**src/rtl/mem_bus_arbiter.sv**
```systemverilog
// Round-robin arbiter and sequencer for the shared 13-bit ROM/RAM bus.
// Grants fetch or data, decodes region, strobes memory for 1+WAIT cycles, acks once.
module mem_bus_arbiter #(
  parameter int unsigned ROM_WAIT = 1,
  parameter int unsigned RAM_WAIT = 0
) (
  input  logic        clk,
  input  logic        rst,
  input  logic        i_req,
  input  logic [12:0] i_addr,
  output logic [7:0]  i_rdata,
  output logic        i_ack,
  input  logic        d_req,
  input  logic        d_we,
  input  logic [12:0] d_addr,
  input  logic [7:0]  d_wdata,
  output logic [7:0]  d_rdata,
  output logic        d_ack,
  output logic        d_err,
  output logic [12:0] mem_addr,
  output logic [7:0]  mem_wdata,
  input  logic [7:0]  mem_rdata,
  output logic        rom_rd,
  output logic        ram_rd,
  output logic        ram_wr
);

  localparam int unsigned CW = 2;

  typedef enum logic [1:0] {S_IDLE, S_ACCESS, S_RESP} state_t;

  state_t          r_state;
  logic            r_last_d;
  logic            r_gnt_d;
  logic            r_we;
  logic            r_ram;
  logic [CW-1:0]   r_cnt;

  logic            w_pick_d;
  logic            w_sel_ram;
  logic            w_sel_we;
  logic [12:0]     w_sel_addr;

  // On a tie the requester not granted last wins
  assign w_pick_d   = d_req & (~i_req | ~r_last_d);
  assign w_sel_addr = w_pick_d ? d_addr : i_addr;
  assign w_sel_ram  = (w_sel_addr[12:11] == 2'b11);
  assign w_sel_we   = w_pick_d & d_we;

  always_ff @(posedge clk or posedge rst) begin
    if (rst) begin
      r_state   <= S_IDLE;
      r_last_d  <= 1'b1;
      r_gnt_d   <= 1'b0;
      r_we      <= 1'b0;
      r_ram     <= 1'b0;
      r_cnt     <= '0;
      i_rdata   <= '0;
      i_ack     <= 1'b0;
      d_rdata   <= '0;
      d_ack     <= 1'b0;
      d_err     <= 1'b0;
      mem_addr  <= '0;
      mem_wdata <= '0;
      rom_rd    <= 1'b0;
      ram_rd    <= 1'b0;
      ram_wr    <= 1'b0;
    end else begin
      case (r_state)
        S_IDLE: begin
          if (i_req || d_req) begin
            r_gnt_d  <= w_pick_d;
            r_we     <= w_sel_we;
            r_ram    <= w_sel_ram;
            r_cnt    <= w_sel_ram ? CW'(RAM_WAIT) : CW'(ROM_WAIT);
            mem_addr <= w_sel_addr;
            if (w_pick_d) mem_wdata <= d_wdata;
            // A write into ROM raises no strobe at all
            rom_rd   <= ~w_sel_ram & ~w_sel_we;
            ram_rd   <= w_sel_ram & ~w_sel_we;
            ram_wr   <= w_sel_ram & w_sel_we;
            r_state  <= S_ACCESS;
          end
        end
        S_ACCESS: begin
          if (r_cnt == '0) begin
            rom_rd <= 1'b0;
            ram_rd <= 1'b0;
            ram_wr <= 1'b0;
            if (r_gnt_d) begin
              d_ack <= 1'b1;
              d_err <= r_we & ~r_ram;
              if (!r_we) d_rdata <= mem_rdata;
            end else begin
              i_ack   <= 1'b1;
              i_rdata <= mem_rdata;
            end
            r_state <= S_RESP;
          end else begin
            r_cnt <= r_cnt - CW'(1);
          end
        end
        S_RESP: begin
          i_ack    <= 1'b0;
          d_ack    <= 1'b0;
          d_err    <= 1'b0;
          r_last_d <= r_gnt_d;
          r_state  <= S_IDLE;
        end
        default: r_state <= S_IDLE;
      endcase
    end
  end

endmodule

```
**config.mk**
```make
export PLATFORM = sky130hd
export DESIGN_NAME = mem_bus_arbiter
export DESIGN_NICKNAME = d
export VERILOG_FILES = /design/src/rtl/mem_bus_arbiter.sv
export SDC_FILE = /design/constraint.sdc
export NUM_CORES = 1
export LEC_CHECK = 0
export BUFFER_PORTS_ARGS = -buffer_cell sky130_fd_sc_hd__buf_2
export CAP_MARGIN = 40
export CELL_PAD_IN_SITES_DETAIL_PLACEMENT = 1
export CELL_PAD_IN_SITES_GLOBAL_PLACEMENT = 2
export CORE_ASPECT_RATIO = 1.75
export CORE_UTILIZATION = 31
export CTS_CLUSTER_DIAMETER = 150
export DETAILED_ROUTE_END_ITERATION = 10
export HOLD_SLACK_MARGIN = 0.08
export PLACE_DENSITY_LB_ADDON = 0.1
export SLEW_MARGIN = 20
export SYNTH_ARGS = -nofsm -noshare
export SYNTH_HDL_FRONTEND = slang
export SYNTH_SLANG_ARGS = --single-unit
```
**constraint.sdc**
```tcl
create_clock -name clk -period 2.4 [get_ports clk]
set_input_delay 0.6 -clock clk [delete_from_list [all_inputs] [get_ports clk]]
set_output_delay 0.6 -clock clk [all_outputs]
set_load 0.005 [all_outputs]
```
# Word-level counts from Yosys, hierarchy flattened
# Index checks and enable logic that the tools add are counted.
dict set report op_classes {
  add_sub_neg 1
  n_eq_ne 8
  n_mux 24
  bitwise_logic 14
  reduce_logical 14
}
# op n
set ops {}
lappend ops {{AND reduction 3 bit} 6}
lappend ops {{2-to-1 mux 13 bit} 1}
lappend ops {{case mux 1 bit (2 select lines)} 6}
lappend ops {{2-to-1 mux 1 bit} 11}
lappend ops {{!= test 2 bit, second input constant} 5}
lappend ops {{2-to-1 mux 2 bit} 4}
lappend ops {{case mux 2 bit (2 select lines)} 2}
lappend ops {{inverter 1 bit} 7}
lappend ops {{bitwise AND 1 bit} 6}
lappend ops {{equality test 2 bit, second input constant} 2}
lappend ops {{logical NOT 2 bit} 2}
lappend ops {{AND reduction 2 bit} 2}
lappend ops {{AND reduction 4 bit} 1}
lappend ops {{nonzero test 2 bit} 2}
lappend ops {{equality test 2 x 1 -> 1 bit, second input constant} 1}
lappend ops {{subtractor 2 x 1 -> 2 bit, second input constant} 1}
lappend ops {{logical OR 1 bit} 1}
lappend ops {{OR 1 bit} 1}
dict set report totals {
  ff_bits 51
  input_bits 47
  out_inout_bits 43
  wordCells 77
}

# Logic depth before layout (Yosys ltp)
# Gate-level depths: netlist of the first run.
dict set report logic_depth {
  ltp_word 9
  depth_mapped 5
  depth_no_buf 5
}

# Least setup slack after synthesis of the first run
# OpenSTA, ideal clock, no wires.
dict set report synth_timing {
  kind {input-to-reg}
  start {input d_req}
  end {register mem_addr[0]}
  setup_ns 0.125
  arrival_ns 1.627
  required_time_ns 2.275
  slack_ns 0.648
  cell_stages 4
  path_buffers 1
  cell_sequence {a21boi_4 > buf_6 > mux2_2 > mux2_2}
}
dict set report synth_via {
  elab_chain_len 2
  elab_cells_between_ends 4
  cone_classes {mux: 1; bitwise: 1; reduce/logical: 2}
}
# element line
set synth_rtl {}
lappend synth_rtl {{start: declaration} 13} ;# input logic d_req,
lappend synth_rtl {{bitwise AND 1 bit or logical OR 1 bit (tied branches)} {45, 71}}
lappend synth_rtl {{2-to-1 mux 13 bit or AND reduction 2 bit (tied branches)} n/a}
lappend synth_rtl {{end signal: assignment} 76} ;# mem_addr <= w_sel_addr;
lappend synth_rtl {{end: declaration} 20} ;# output logic [12:0] mem_addr,
# Several ways; a longest one is shown, not always the timed one.
# A chain may end at the register's enable or synchronous reset.

# Worst setup path in the final report of the first run
dict set report layout_timing {
  start {register r_cnt[0]}
  end {register i_rdata[0]}
}
dict set report layout_via {
  elab_chain_len 2
}
# element line
set layout_rtl {}
lappend layout_rtl {{start: declaration} 37} ;# logic [CW-1:0] r_cnt;
lappend layout_rtl {{start signal: assignment} 75} ;# r_cnt <= w_sel_ram ? CW'(RAM_WAIT) : CW'(ROM_WAIT);
lappend layout_rtl {{start signal: assignment} 100} ;# r_cnt <= r_cnt - CW'(1);
lappend layout_rtl {{logical NOT 2 bit} 86} ;# if (r_cnt == '0) begin
lappend layout_rtl {{AND reduction 3 bit (no line)} n/a}
lappend layout_rtl {{end signal: assignment} 96} ;# i_rdata <= mem_rdata;
lappend layout_rtl {{end: declaration} 11} ;# output logic [7:0] i_rdata,
# No other way between the ends.

==> impl_results.md, run 1 <==
* Mux cell area share after synthesis at 26.64%
* Worst Path Buf+Inv at 2
* Slowest cell on the critical path: nor3_4
* Critical Path RT at 2.58 ns
* Root Buffer: clkbuf_16
* Crit Path Category: register to register
* Layout fillers at 779
* Non-Filler Instances at 342
* Final worst path period share at 79.50%
* Slew Viols, Final at 0
* Status: complete, no violations
* CTS buffer count at 5
* DRC viols at 0
* Reg2reg setup slack at 0.49 ns
* Setup crit end kind: register
* Hold WS at 0.3543 ns
* R2R Path End: i_rdata[0]
* Number of setup buffers added after CTS at 0
* DP Area at 2825 um2
* Clock Power Share at 20.0%
* LEAKAGE at 1.428 nW
* FF-to-FF Start: r_cnt[0]
* Hold Buf Count CTS at 0
* Routed wire per std cell at 15.38 um
* Cell accounting for the most synthesized area: dfrtp_1
* Yosys cell types at 32
* Switching portion of total power at 32.23%
* Post-synthesis simple-gate area fraction at 6.100%
* Cell area after layout at 2985 um2
* Syn_nets at 206
* RSZ-0062 raised after global routing: no
* Synth warn at 0
* Async set-reset flop share out of synthesis at 100.0%
* Core footprint at 6907 um2
* TritonRoute pass-1 iters at 3
* CP Depth at 5
* Post-DP HPWL at 4123 um
* Vias post-DR at 1634
* CTS tree: yes
* All-Layer GR Usage at 15.48%
* Number of H-tree levels at 2
* Synth area leaders: dfrtp_1, mux2_2, o21ai_0, inv_1, dfstp_2
* Nets at 305
* CP max FO at 9
* Die height at 114.3 um
* Max-cap violations at 0
* Number of setup violations in the final report at 0
* Ant diodes at 0
* Slew headroom at 62.21%
* Pint at 2.575 mW
* Initial antenna violation count at 0
* Final GP Congestion at 0.7768
* Iter 0 DRT Violations at 14
* Skew final at 0.005077 ns
* Worst hold path class: input pin to asynchronous set/reset pin
* Largest family of logic cells by synthesized area: multiplexers
* Die area at 7570 um2
* First-pass GRT wire length at 8618 um
* Largest net degree at the start of global routing at 28
* Routed Antenna Nets at 0
* Starting Density at 32.37%
* Core Rows at 40
* Final Util at 43.22%
* Synth top area share at 55.96%
* Area share of fa/ha/maj cells after synthesis at 0.5596%
* Maximum VDD drop at 0.7412 mV
* Routed WL at 5260 um
* Sequential fraction of the synthesis area at 57.13%
* Min cycle time layout at 1.908 ns
* Vias in the first global route at 1737
* Power Density at 1273 nW/um2
* Critical path's top delay family: simple AND/OR/NAND/NOR gates
* Reg clk slew, reported paths at 0.07 ns
* Post-synthesis compound-gate area fraction at 7.051%
* Die width at 66.20 um
* Buffers on Ports at 89
* Crit-path most repeated cell: inv_1
* Worst EP arrival at 2.09 ns
* DR vias/cell at 4.778
* Flops & latches, synth at 51
* Reg power frac at 40.2%
* Layout cell share with drive strength beyond 1 at 64.73%
* Crit. Startpoint: r_cnt[0]
* Crit-path cells: inv_1, ha_1, inv_1, nor3_4, mux2_2
* Largest stage delay, worst path at 0.45 ns
* Main flop type after synthesis: dfrtp_1
* Number of synthesized flops with an enable pin at 0
* Post-CTS sizing at 0
* Placed insts at 334
* Clock Latency Late Sink at 0.29 ns
* Crit path capture: i_rdata[0]
* Setup_tns at 0 ns
* CTS Buffer Depth at 2
* Reg2reg path depth at 5
* Mapped Area at 2236 um2
* Comb power frac at 39.9%
* Most frequent cells after synthesis: mux2_2, dfrtp_1, inv_1
* Final Hold Vio Count at 0
* I/O Pins at 90
* Critical Path Start Type: register
* CTS Sinks at 51
* Slew of the pin with the lowest slew margin at 0.5660 ns
* Total grt overflow at 0
* Fmax at 0.5241 GHz
* Syn Inst Count at 158
* Psw at 1.224 mW
* Dominant cell by count in the synthesized netlist: mux2_2
* Synth-to-Final Area Change at 33.52%
* Synth Area in XOR/XNOR at 0%
* Syn avg cell area at 14.15 um2
## area by class of cell
| type | instances | area, um2 | share of cell area, % |
|---|---|---|---|
| multi-input combinational | 95 | 902.1 | 30.22 |
| sequential | 51 | 1277 | 42.79 |
| clock buffer | 7 | 152.6 | 5.113 |
| clock inverter | 1 | 7.507 | 0.2515 |
| tap | 84 | 105.1 | 3.521 |
| timing repair buffer | 96 | 510.5 | 17.10 |
| inverter | 8 | 30.03 | 1.006 |
## state kept, by name, summed over array words and instances, names as in the netlist, 2 cells and up
| register | flops |
|---|---|
| mem_addr | 13 |
| i_rdata | 8 |
| mem_wdata | 8 |
| r_state | 2 |
| d_rdata | 8 |
| r_cnt | 2 |
## routing by layer
metal	share of wire, %	vias up	GRT usage (%)
met1	37	801	16.76
met5	0	-	0
met2	56	55	27.76
li1	-	771	-
met3	5.8	7	3.984
met4	2.0	0	6.383
## metrics by stage
stage          power (mW)  worst slack, ns
2_1_floorplan       2.439           0.5721
3_3_place_gp        3.069           0.4633
3_5_place_dp        3.106           0.4485
4_1_cts             3.889           0.4563
5_1_grt             4.094           0.3345
6_report            3.799           0.4919
## power groups by stage
stage               Combinational (mW)  Sequential (mW)  Clock (mW)
finish                            1.51             1.53       0.759
global route                      1.68             1.60       0.811
CTS                               1.56             1.54       0.786
detailed placement                1.56             1.55           0
global placement                  1.53             1.54           0
floorplan                        0.893             1.55           0
## cell families (layout without fill, tap and decap cells)
kind of cell | count (synthesis) | after routing
muxes | 53 | 53
adders and majority gates | 1 | 1
AOI/OAI and AO/OA | 19 | 19
DFF | 51 | 51
buffers and inverters | 12 | 112
and+or+nand+nor | 22 | 22
## layout by cell type, fill, tap and decap left out, types with 3 or more instances in the layout
cell type  netlist  routed
o21ai_0          6       6
nand2_1          7       7
buf_2            0      89
clkbuf_16        0       5
buf_4            1       6
nor2_1           3       3
dfrtp_1         50      50
inv_1            8       7
mux2_2          52      52
nand3_1          3       3
## worst register-to-register path, delay by kind of cell (launching register included)
kind	cells	cell delay (ns)
simple gates	1	0.45
mux	1	0.40
flops	1	0.38
fa+ha+maj	1	0.29
buf+inv	2	0.28
## worst min-delay path by stage
stage | startpoint | end
floorplan | i_ack | i_ack
global placement | i_ack | i_ack
detailed placement | i_ack | i_ack
CTS | rst | d_rdata[2]
global route | rst | mem_wdata[0]
finish | rst | i_rdata[2]
Power figures use the tool's default switching activity.
==> inputs of run 2 (changes only) <==
==> constraint.sdc (replaced) <==
create_clock -name clk -period 1.8 [get_ports clk]
set_input_delay 0.45 -clock clk [delete_from_list [all_inputs] [get_ports clk]]
set_output_delay 0.45 -clock clk [all_outputs]
set_load 0.005 [all_outputs]
==> run 2 against run 1 <==
Against the previous run: non-clock buffer count is 4 higher; critical path depth grew 1; setup slack got worse by 0.33 ns; worst hold slack worse by 0.22 ns; critical endpoint is now d_rdata[4]; largest cell class unchanged.
==> impl_results.md, run 2 (synthesis gave the netlist of run 1 again) <==
* Number of setup violations in the final report at 0 (unchanged)
* Die area at 7570 um2 (unchanged)
* Slew Viols, Final at 0 (unchanged)
* Critical Path Start Type: register (unchanged)
* Total grt overflow at 0 (unchanged)
* Die width at 66.20 um (unchanged)
* Final GP Congestion at 0.7482 (was 0.7768)
* Clock Latency Late Sink at 0.29 ns (about the same)
* Reg2reg path depth at 6 (was 5)
* Top reg by flops: mem_addr (unchanged)
* Die height at 114.3 um (unchanged)
* Core Rows at 40 (unchanged)
* Setup_tns at 0 ns (unchanged)
* DR vias/cell at 4.792 (was 4.778)
* Post-DP HPWL at 4171 um (was 4123 um)
* CP max FO at 8 (was 9)
* Initial antenna violation count at 0 (unchanged)
* Routed Antenna Nets at 0 (unchanged)
* FF-to-FF Start: r_cnt[0] (unchanged)
* Core footprint at 6907 um2 (unchanged)
* Final worst path period share at 91.11% (was 79.50%)
* Largest register FFs at 13 (unchanged)
* Synth-to-Final Area Change at 36.04% (was 33.52%)
* Setup crit end kind: register (unchanged)
* TritonRoute pass-1 iters at 4 (was 3)
* Worst EP arrival at 1.81 ns (was 2.09 ns)
* Number of setup buffers added after CTS at 0 (unchanged)
* Hold Buf Count CTS at 0 (unchanged)
* Maximum VDD drop at 0.6985 mV (was 0.7412 mV)
* CTS Sinks at 51 (unchanged)
* Skew final at 0.003785 ns (was 0.005077 ns)
* Post-CTS sizing at 0 (unchanged)
* LEAKAGE at 1.464 nW (was 1.428 nW)
* First-pass GRT wire length at 8645 um (was 8618 um)
* Root Buffer: clkbuf_16 (unchanged)
* R2R Path End: d_rdata[4] (was i_rdata[0])
* Critical Path RT at 1.97 ns (was 2.58 ns)
* Slew headroom at 68.74% (was 62.21%)
* Commonest non-fill, non-tap cells in the layout: buf_2, mux2_2, dfrtp_1 (unchanged)
* Reg2reg setup slack at 0.16 ns (was 0.49 ns)
* Routed WL at 5262 um (was 5260 um)
* Starting Density at 32.37% (unchanged)
* Non-Filler Instances at 346 (was 342)
* Hold WS at 0.1325 ns (was 0.3543 ns)
* Slew of the pin with the lowest slew margin at 0.4640 ns (was 0.5660 ns)
* Ant diodes at 0 (unchanged)
* CTS tree: yes (unchanged)
* CTS buffer count at 5 (unchanged)
* Crit Path Category: register to register (unchanged)
* Min cycle time layout at 1.640 ns (was 1.908 ns)
* RSZ-0062 raised after global routing: no (unchanged)
* All-Layer GR Usage at 15.45% (was 15.48%)
* CTS Buffer Depth at 2 (unchanged)
* Layout fillers at 764 (was 779)
* I/O Pins at 90 (unchanged)
* Number of H-tree levels at 2 (unchanged)
* Final Hold Vio Count at 0 (unchanged)
* Reg clk slew, reported paths at 0.07 ns (about the same)
* Fmax at 0.6098 GHz (was 0.5241 GHz)
* Worst hold path class: input pin to asynchronous set/reset pin (unchanged)
* Status: complete, no violations (unchanged)
* Iter 0 DRT Violations at 33 (was 14)
* Layout cell share with drive strength beyond 1 at 65.27% (was 64.73%)
* Nets at 309 (was 305)
* Routed wire per std cell at 15.21 um (was 15.38 um)
* Buffers on Ports at 89 (unchanged)
* Max-cap violations at 0 (unchanged)
* Largest net degree at the start of global routing at 25 (was 28)
* Vias post-DR at 1658 (was 1634)
* Placed insts at 338 (was 334)
* Power Density at 1710 nW/um2 (was 1273 nW/um2)
* Most common cell after layout, fill and taps aside: buf_2 (unchanged)
* DRC viols at 0 (unchanged)
* Vias in the first global route at 1799 (was 1737)
==> run 2: metal layers <==
metal	vias up	routed length (um)	track usage, %
li1	778	-	-
met1	819	1931	16.23
met2	55	2983	29.05
met3	6	247	2.789
met4	0	99	6.383
met5	-	0	0
==> run 2: worst max path at each step <==
stage | cells after the start | from | end
after floorplan | 5 | r_cnt[0] | d_rdata[0]
after global placement | 5 | i_req | mem_addr[5]
after detailed placement | 5 | i_req | r_cnt[0]
after CTS | 6 | r_cnt[0] | d_rdata[2]
after global routing | 6 | r_cnt[1] | d_rdata[4]
final | 6 | r_cnt[0] | d_rdata[4]
==> run 2: layout make-up <==
class,count,area (um2),share of cell area (%)
sequential,51,1277,42.00
inverter,8,30.03,0.9872
clock buffer,6,138.9,4.566
timing repair buffer,100,553.0,18.18
tap,84,105.1,3.455
clock inverter,2,35.03,1.152
multi-input combinational,95,902.1,29.66
==> run 2: worst max-delay path: stages, from the launching register on <==
cell	delay [ns]
dfrtp_1	0.37
inv_1	0.09
ha_1	0.17
inv_1	0.13
nor4_4	0.23
buf_4	0.21
mux2_2	0.34
==> run 2: metrics by stage <==
| step | utilization (%) | setup slack, ns | area [um2] | power, mW |
|---|---|---|---|---|
| detailed placement | 41.52 | 0.1082 | 2868 | 4.193 |
| CTS | 44.04 | 0.1325 | 3042 | 5.318 |
| global placement | 41.52 | 0.1227 | 2868 | 4.134 |
| floorplan | - | 0.05380 | 2236 | 3.252 |
| finish | 44.04 | 0.1600 | 3042 | 5.202 |
| global route | 44.04 | 0.06385 | 3042 | 5.599 |
==> run 2: where the power goes <==
group | total (mW) | internal [mW] | leakage (nW) | switching, mW
combinational | 2.10 | 1.16 | 0.767 | 0.936
clock | 1.10 | 0.691 | 0.0868 | 0.409
sequential | 2.00 | 1.72 | 0.610 | 0.284
total | 5.20 | 3.57 | 1.46 | 1.63
